File: src/rtl/rom_load_sequencer.sv
// rom_load_sequencer: copies NSEG boot images from SPI flash into RAM, then
// hands the RAM port to the core and releases core reset.
// Optional build macro ROM_CHECKSUM_EN adds a 16-bit running sum of loaded bytes;
// without it the checksum output is tied to zero.
module rom_load_sequencer #(
  parameter logic [23:0] FLASH_BASE = 24'h080000,
  parameter int          NSEG       = 3,
  parameter logic [16:0] SEG_LEN    = 17'h04000,
  parameter logic [67:0] SEG_RAM    = {17'h00000, 17'h14000, 17'h10000, 17'h0C000},
  parameter logic [7:0]  SETTLE     = 8'hFF
) (
  input  logic        clk,
  input  logic        reset_n,
  input  logic        reload,
  output logic        flash_valid,
  input  logic        flash_ready,
  output logic [23:0] flash_addr,
  input  logic [7:0]  flash_rdata,
  input  logic [16:0] core_addr,
  input  logic        core_we,
  input  logic [7:0]  core_din,
  output logic [16:0] ram_addr,
  output logic        ram_we,
  output logic [7:0]  ram_din,
  output logic        load_done,
  output logic        core_reset,
  output logic [1:0]  seg_idx,
  output logic [15:0] checksum
);

  typedef enum logic [1:0] {
    ST_LOAD   = 2'd0,
    ST_LAST   = 2'd1,
    ST_SETTLE = 2'd2,
    ST_DONE   = 2'd3
  } state_t;

  localparam logic [1:0]  LAST_SEG = 2'(NSEG - 1);
  localparam logic [16:0] LAST_OFF = SEG_LEN - 17'd1;

  state_t      state_q;
  logic [1:0]  seg_q;
  logic [16:0] offset_q;
  logic [7:0]  wait_q;
  logic        load_done_q;
  logic        wr_we_q;
  logic [16:0] wr_addr_q;
  logic [7:0]  wr_data_q;
  logic [16:0] seg_base_s;

  // RAM base address of the image currently being loaded
  always_comb begin
    seg_base_s = 17'h00000;
    case (seg_q)
      2'd0:    seg_base_s = SEG_RAM[16:0];
      2'd1:    seg_base_s = SEG_RAM[33:17];
      2'd2:    seg_base_s = SEG_RAM[50:34];
      2'd3:    seg_base_s = SEG_RAM[67:51];
      default: seg_base_s = 17'h00000;
    endcase
  end

  // Flash address is formed directly from the image/offset counters
  assign flash_addr  = FLASH_BASE + ({22'h0, seg_q} * {7'h0, SEG_LEN}) + {7'h0, offset_q};
  assign flash_valid = (state_q == ST_LOAD);
  assign load_done   = load_done_q;
  assign core_reset  = ~load_done_q;
  assign seg_idx     = seg_q;

  // Load sequencer: counters, one-cycle write strobe, settle wait and handover
  always_ff @(posedge clk) begin
    if (!reset_n) begin
      state_q     <= ST_LOAD;
      seg_q       <= 2'd0;
      offset_q    <= 17'd0;
      wait_q      <= 8'd0;
      load_done_q <= 1'b0;
      wr_we_q     <= 1'b0;
      wr_addr_q   <= 17'd0;
      wr_data_q   <= 8'd0;
    end else begin
      wr_we_q <= 1'b0;
      case (state_q)
        ST_LOAD: begin
          if (flash_ready) begin
            wr_we_q   <= 1'b1;
            wr_addr_q <= seg_base_s + offset_q;
            wr_data_q <= flash_rdata;
            if (offset_q == LAST_OFF) begin
              offset_q <= 17'd0;
              if (seg_q == LAST_SEG) begin
                state_q <= ST_LAST;
              end else begin
                seg_q <= seg_q + 2'd1;
              end
            end else begin
              offset_q <= offset_q + 17'd1;
            end
          end
        end
        ST_LAST: begin
          state_q <= ST_SETTLE;
          wait_q  <= 8'd0;
        end
        ST_SETTLE: begin
          if (wait_q == SETTLE) begin
            state_q     <= ST_DONE;
            load_done_q <= 1'b1;
          end else begin
            wait_q <= wait_q + 8'd1;
          end
        end
        ST_DONE: begin
          if (reload) begin
            state_q     <= ST_LOAD;
            load_done_q <= 1'b0;
            seg_q       <= 2'd0;
            offset_q    <= 17'd0;
            wait_q      <= 8'd0;
          end
        end
        default: begin
          state_q <= ST_LOAD;
        end
      endcase
    end
  end

  // RAM port: loader write registers until handover, then core passthrough
  always_comb begin
    ram_addr = wr_addr_q;
    ram_we   = wr_we_q;
    ram_din  = wr_data_q;
    if (load_done_q) begin
      ram_addr = core_addr;
      ram_we   = core_we;
      ram_din  = core_din;
    end else begin
      ram_addr = wr_addr_q;
      ram_we   = wr_we_q;
      ram_din  = wr_data_q;
    end
  end

`ifdef ROM_CHECKSUM_EN
  logic [15:0] checksum_q;
  logic [15:0] checksum_d;

  // Next running sum: add each byte as it is written into RAM
  always_comb begin
    checksum_d = checksum_q;
    if (wr_we_q) begin
      checksum_d = checksum_q + {8'h00, wr_data_q};
    end else begin
      checksum_d = checksum_q;
    end
  end

  // Running sum register, restarted by reset and by an accepted reload
  always_ff @(posedge clk) begin
    if (!reset_n) begin
      checksum_q <= 16'h0000;
    end else if ((state_q == ST_DONE) && reload) begin
      checksum_q <= 16'h0000;
    end else begin
      checksum_q <= checksum_d;
    end
  end

  assign checksum = checksum_q;
`else
  assign checksum = 16'h0000;
`endif

endmodule

File: config.mk
export PLATFORM = sky130hd
export DESIGN_NAME = rom_load_sequencer
export DESIGN_NICKNAME = d
export VERILOG_FILES = /design/src/rtl/rom_load_sequencer.sv
export SDC_FILE = /design/constraint.sdc
export NUM_CORES = 1
export LEC_CHECK = 0
export CAP_MARGIN = 25
export CORE_ASPECT_RATIO = 0.9
export CORE_UTILIZATION = 50
export CTS_BUF_LIST = sky130_fd_sc_hd__clkbuf_16
export DETAILED_ROUTE_END_ITERATION = 12
export HOLD_SLACK_MARGIN = 0.06
export MAX_ROUTING_LAYER = met4
export PLACE_DENSITY = 0.86
export SLEW_MARGIN = 20
export SYNTH_ARGS = -nofsm -noshare
export SYNTH_HDL_FRONTEND = slang
export SYNTH_SLANG_ARGS = --single-unit
File: constraint.sdc
create_clock -name clk -period 5.5 [get_ports clk]
set_clock_uncertainty 0.05 [all_clocks]
set_input_delay 0.825 -clock clk [delete_from_list [all_inputs] [get_ports clk]]
set_output_delay 0.825 -clock clk [all_outputs]
set_load 0.005 [all_outputs]
==> results of run 1 <==
## routing by layer
metal | part of all wire (%) | track usage [%]
met1 | 42 | 28.8
met2 | 48 | 38.3
met3 | 8.2 | 4.21
met4 | 1.1 | 8.03
met5 | 0 | -
## worst max-delay path, cell delays in order
cell and delay (ns):
clkdlybuf4s50_1 0.55, and2_1 0.83, o21ai_2 0.33, or4_1 0.58, a21oi_1 0.18
## final cells by class
type | instances | area share [%]
Clock buffer | 5 | 3.03
Multi-Input combinational cell | 292 | 43.7
Timing Repair Buffer | 88 | 21.7
Clock inverter | 3 | 0.666
Sequential cell | 56 | 27.1
Inverter | 12 | 1.09
Tap cell | 87 | 2.64
## per-stage QoR
stage          hold slack (ns)  util, %  total power (W)  worst slack, ns  area, µm²
3_5_place_dp             0.396     63.5         0.000499             2.05       3950
4_1_cts                  0.407     66.0         0.000821             2.33       4100
5_1_grt                  0.429     66.4         0.000847             2.23       4130
3_3_place_gp             0.394     63.5         0.000496             2.21       3950
6_report                 0.406     66.4         0.000817             2.37       4130
2_1_floorplan            0.379        -         0.000468             3.22       3340
## registers in the layout, summed over array words and instances, names as in the netlist
register	cells
offset_q	17
wr_addr_q	17
wait_q	8
wr_data_q	8
seg_idx	2
state_q	2
load_done	1
wr_we_q	1
## path summary, 6_finish.rpt
path | from | endpoint | cells after the start
setup / recovery | flash_ready | offset_q[4] | 5
hold / removal | wr_data_q[4] | wr_data_q[4] | 2
setup reg to reg | state_q[0] | offset_q[4] | 6
hold reg to reg | wr_data_q[4] | wr_data_q[4] | 2
## report_power, final
group	leakage [nW]	switching, W	internal [W]
Clock	0.0719	0.000152	0.000173
Combinational	0.964	0.0000322	0.0000440
Sequential	0.454	0.00000441	0.000411
Total	1.49	0.000189	0.000628
## cells in the mapped netlist, types with 2 or more instances
cell | instances | share of area (%)
inv_1 | 11 | 1.3
a31oi_1 | 2 | 0.38
nor3_2 | 2 | 0.61
nand3_1 | 12 | 1.8
or4_1 | 3 | 0.69
xnor2_1 | 9 | 2.4
fa_1 | 2 | 1.2
conb_1 | 2 | 0.23
xor2_1 | 8 | 2.1
or3_1 | 5 | 0.96
nor2b_1 | 5 | 0.96
nor4_1 | 2 | 0.38
clkbuf_1 | 10 | 1.1
dfxtp_1 | 56 | 34
o21ai_0 | 5 | 0.77
nand2_1 | 70 | 8.0
o21ai_2 | 2 | 0.54
mux2i_1 | 2 | 0.61
nor3_1 | 9 | 1.4
nor2_1 | 23 | 2.6
buf_6 | 3 | 1.0
a21oi_1 | 38 | 5.8
nand4_1 | 11 | 2.1
mux2_2 | 26 | 9.0
buf_4 | 38 | 8.7
ha_1 | 11 | 4.2
## kinds of logic after synthesis
group,count (synthesis),share of synthesized area (%)
AND/OR/NAND/NOR,154,22.7
AO/OA/AOI/OAI,58,10.5
XOR/XNOR,17,4.56
buffers and inverters,65,12.6
other,2,0.230
multiplexers,28,9.58
flip-flops,56,34.3
adder cells (fa/ha/maj),13,5.44
==> flow_summary.ini, run 1 <==
[place]
io_buffers = 86
detailed_place_hpwl_um = 5640
place_inst = 534
finalWeightedCongestion = 0.933

[power_and_ir_drop]
ir_drop_uv = 145
leakage_power_total_nw = 1.49
cellPowerDensity_mw_per_mm2 = 198

[layout]
multi_input_comb_area_mm2 = 0.00181
layout-drive-gt1-share_pct = 10.3
final_common_cell = clkdlybuf4s50_1
seq_area_mm2 = 0.00112
antenna_cells = 0
post_layout_nonfiller_instances = 543
layout.nets = 506
commonest_cells_after_routing_fill_and_taps_aside = clkdlybuf4s50_1, nand2_1, dfxtp_1, a21oi_1, mux2_2
syn_to_final_growth_pct = 26.5
fillCellCount = 524

[setup_path]
cp_max_fo = 26
start_kind = input pin
worst_setup_path_end_kind = register
cp_data_required_time_ns = 5.67
critical_path_arrival_ns = 3.30
criticalPathCategory = input pin to register
ff2ff_setup_slack_ns = 2.70

[routing]
dr_total_vias = 2909
wire_length_per_cell_after_detailed_routing_um = 14.2
drtIter0Drc = 131
final_antenna_net_count = 0
vias_per_cell = 5.36
route.final.wire_length_um = 7700
drc = 0
detailedRoute.firstPassIterationCount = 4

[clock_tree]
cts.sink_count = 56
tritoncts = done
holdBufCountCts = 0
clk-insertion-delay-late_ns = 0.30
cts.reportedPaths.clkPinSlew_ns = 0.07
deepest_level_of_the_cts_h_tree = 2
cts_setup_buffers = 0
cts_root_buffer = clkbuf_16
ctsLongestPathBuffers = 2
cts-buffers-inserted = 5
postCtsResizedCells = 0

[yosys]
postSynthRegisterBits = 56
syn_inst = 393
syn-mean-instance-area_um2 = 8.31
dominantRegCellSynth = dfxtp_1
asyncSetResetFlopFracSynth_pct = 0
number_of_warning_messages_in_the_yosys_log = 0
seq_area_frac_synth_pct = 34.3
synth_cell_types = 52
synth_area_mm2 = 0.00326
synth_edf_count = 0

[die]
die-width_um = 87.2
placement_rows = 27
initial_standard_cell_utilization_of_the_core_pct = 52.5
overall_die_area_mm2 = 0.00686
floorplan.io_pins = 109
die_h_um = 78.7
floorplan.core_area_mm2 = 0.00622

[min_path]
tightest_hold_check_type = register to register

[timing]
setup_viol = 0
final_min_period_over_clock_period_pct = 57.0
max_freq_mhz = 319
worst_slew_margin_rel_pct = 32.5
report.final.hold_viol_count = 0
post-route-min-period_ns = 3.13
finalMaxSlewViolations = 0
totalNegativeSetupSlack_ns = 0
setup_repair_after_global_routing_missed_its_margin = no
actual_slew_at_the_worst_max_slew_pin_ns = 1.01

[global_routing]
number_of_global_route_vias_before_repair = 2741
grtUsageTotal_pct = 23.3
maximum_number_of_pins_on_one_net_before_global_route_repair = 37
gr_overflow_total = 0
antenna_found_initial = 0
grt_first_pass_wirelength_um = 12400

[run]
maxCapViolations = 0

[run_status]
status = complete, no violations
(Power assumes the default switching activity.)
==> run 2, diff against run 1 <==
--- a/config.mk
+++ b/config.mk
@@ -7,12 +7,12 @@
 export LEC_CHECK = 0
 export CAP_MARGIN = 25
 export CORE_ASPECT_RATIO = 0.9
-export CORE_UTILIZATION = 50
+export CORE_UTILIZATION = 46
 export CTS_BUF_LIST = sky130_fd_sc_hd__clkbuf_16
 export DETAILED_ROUTE_END_ITERATION = 12
 export HOLD_SLACK_MARGIN = 0.06
 export MAX_ROUTING_LAYER = met4
-export PLACE_DENSITY = 0.86
+export PLACE_DENSITY = 0.8
 export SLEW_MARGIN = 20
 export SYNTH_ARGS = -nofsm -noshare
 export SYNTH_HDL_FRONTEND = slang
==> constraint.sdc (replaced) <==
create_clock -name clk -period 3.27 [get_ports clk]
set_clock_uncertainty 0.05 [all_clocks]
set_input_delay 0.4905 -clock clk [delete_from_list [all_inputs] [get_ports clk]]
set_output_delay 0.4905 -clock clk [all_outputs]
set_load 0.005 [all_outputs]
==> run 2 against run 1 <==
First-iteration DRC count increased by 15%. Combinational power is 66% higher. Clock power is 60% higher. Critical path depth stayed put. Sequential cell count stayed put.
==> flow_summary.ini, run 2 (synthesis results as in run 1) <==
[run_status]
status = complete, no violations

[layout]
layout.nets = 509
antenna_cells = 0
layout-drive-gt1-share_pct = 10.7
syn_to_final_growth_pct = 26.4
final_common_cell = clkdlybuf4s50_1
commonest_cells_after_routing_fill_and_taps_aside = clkdlybuf4s50_1, nand2_1, dfxtp_1, a21oi_1, mux2_2
biggestRegsByFlops = offset_q: 17 flops, wr_addr_q: 17 flops

[setup_path]
r2r-start = offset_q[1]
worst_setup_path_end_kind = output pin
ff2ff_setup_slack_ns = 0.96
timing.rr.end = offset_q[14]
cp_max_fo = 7
r2r.worst_path.cells = 6
criticalPathCategory = register to output pin
start_kind = register
cp_data_required_time_ns = 2.73
critical_path_arrival_ns = 2.07

[die]
die_h_um = 81.9
die-width_um = 90.8
overall_die_area_mm2 = 0.00744
placement_rows = 28
floorplan.core_area_mm2 = 0.00673
floorplan.io_pins = 109
initial_standard_cell_utilization_of_the_core_pct = 48.5

[clock_tree]
deepest_level_of_the_cts_h_tree = 2
cts.reportedPaths.clkPinSlew_ns = 0.07
cts_root_buffer = clkbuf_16
clk-insertion-delay-late_ns = 0.29
cts-buffers-inserted = 5
cts.sink_count = 56
cts_setup_buffers = 0
holdBufCountCts = 0
ctsLongestPathBuffers = 2
postCtsResizedCells = 0
tritoncts = done

[global_routing]
antenna_found_initial = 0
gr_overflow_total = 0
maximum_number_of_pins_on_one_net_before_global_route_repair = 31
grtUsageTotal_pct = 20.4
grt_first_pass_wirelength_um = 11800
number_of_global_route_vias_before_repair = 2489

[routing]
route.final.wire_length_um = 7270
drtIter0Drc = 150
dr_total_vias = 2820
vias_per_cell = 5.14
detailedRoute.firstPassIterationCount = 5
drc = 0
final_antenna_net_count = 0
wire_length_per_cell_after_detailed_routing_um = 13.2

[place]
io_buffers = 86
finalWeightedCongestion = 0.961
detailed_place_hpwl_um = 5430

[power_and_ir_drop]
leakage_power_total_nw = 1.50
ir_drop_uv = 190
design_power_total_w = 0.00134
cellPowerDensity_mw_per_mm2 = 326

[timing]
worst_slew_margin_rel_pct = 41.3
setup_viol = 0
setup_repair_after_global_routing_missed_its_margin = no
worst_hold_slack_ns = 0.404
max_freq_mhz = 384
totalNegativeSetupSlack_ns = 0
post-route-min-period_ns = 2.61
final_min_period_over_clock_period_pct = 79.7
actual_slew_at_the_worst_max_slew_pin_ns = 0.878
finalMaxSlewViolations = 0
report.final.hold_viol_count = 0

[min_path]
worst_hold_path.endpoint = wr_addr_q[10]
hold_path_startpoint = wr_addr_q[10]
holdPathStages = 2
tightest_hold_check_type = register to register

[run]
maxCapViolations = 0
[run 2: cell type report]
cell class,count,area [µm²]
Clock buffer,5,125
Clock inverter,3,17.5
Fill cell,583,2600
Inverter,12,45.0
Multi-Input combinational cell,292,1810
Sequential cell,56,1120
Tap cell,90,113
Timing Repair Buffer,91,898
[run 2: critical path, stage by stage (launching register included)]
cell and delay [ns]:
dfxtp_1 0.46, ha_1 0.22, inv_1 0.05, fa_1 0.38, xnor2_1 0.15, clkdlybuf4s50_1 0.52
[run 2: metrics by stage]
step,std cells,setup WS (ns),area [µm²],util [%]
after global routing,549,0.571,4130,61.3
after floorplan,413,1.16,3340,-
final,549,0.663,4130,61.3
after detailed placement,541,0.908,3980,59.2
after global placement,541,0.945,3980,59.2
after CTS,549,0.665,4130,61.3
[run 2: worst max-delay path by stage]
stage / from / end / slack [ns] / depth (start not counted)
2_1_floorplan: seg_idx[1] / wr_addr_q[16] / 1.16 / 9
3_3_place_gp: reload / offset_q[7] / 0.94 / 6
3_5_place_dp: reload / offset_q[7] / 0.91 / 6
4_1_cts: offset_q[14] / flash_addr[16] / 0.66 / 5
5_1_grt: offset_q[14] / flash_addr[16] / 0.57 / 5
6_report: offset_q[14] / flash_addr[16] / 0.66 / 5
[run 2: layer usage]
metal | global-route usage [%] | part of all wire, % | vias up
li1 | - | - | 1425
met1 | 26.3 | 47 | 1285
met2 | 33.0 | 46 | 106
met3 | 4.17 | 6.3 | 4
met4 | 5.08 | 0.66 | 0
met5 | - | 0 | -
[run 2: power breakdown]
part / switching [W] / leakage (nW) / internal (W)
combinational: 0.0000536 / 0.972 / 0.0000722
sequential: 0.00000732 / 0.454 / 0.000692
clock: 0.000236 / 0.0716 / 0.000283
total: 0.000297 / 1.50 / 0.00105
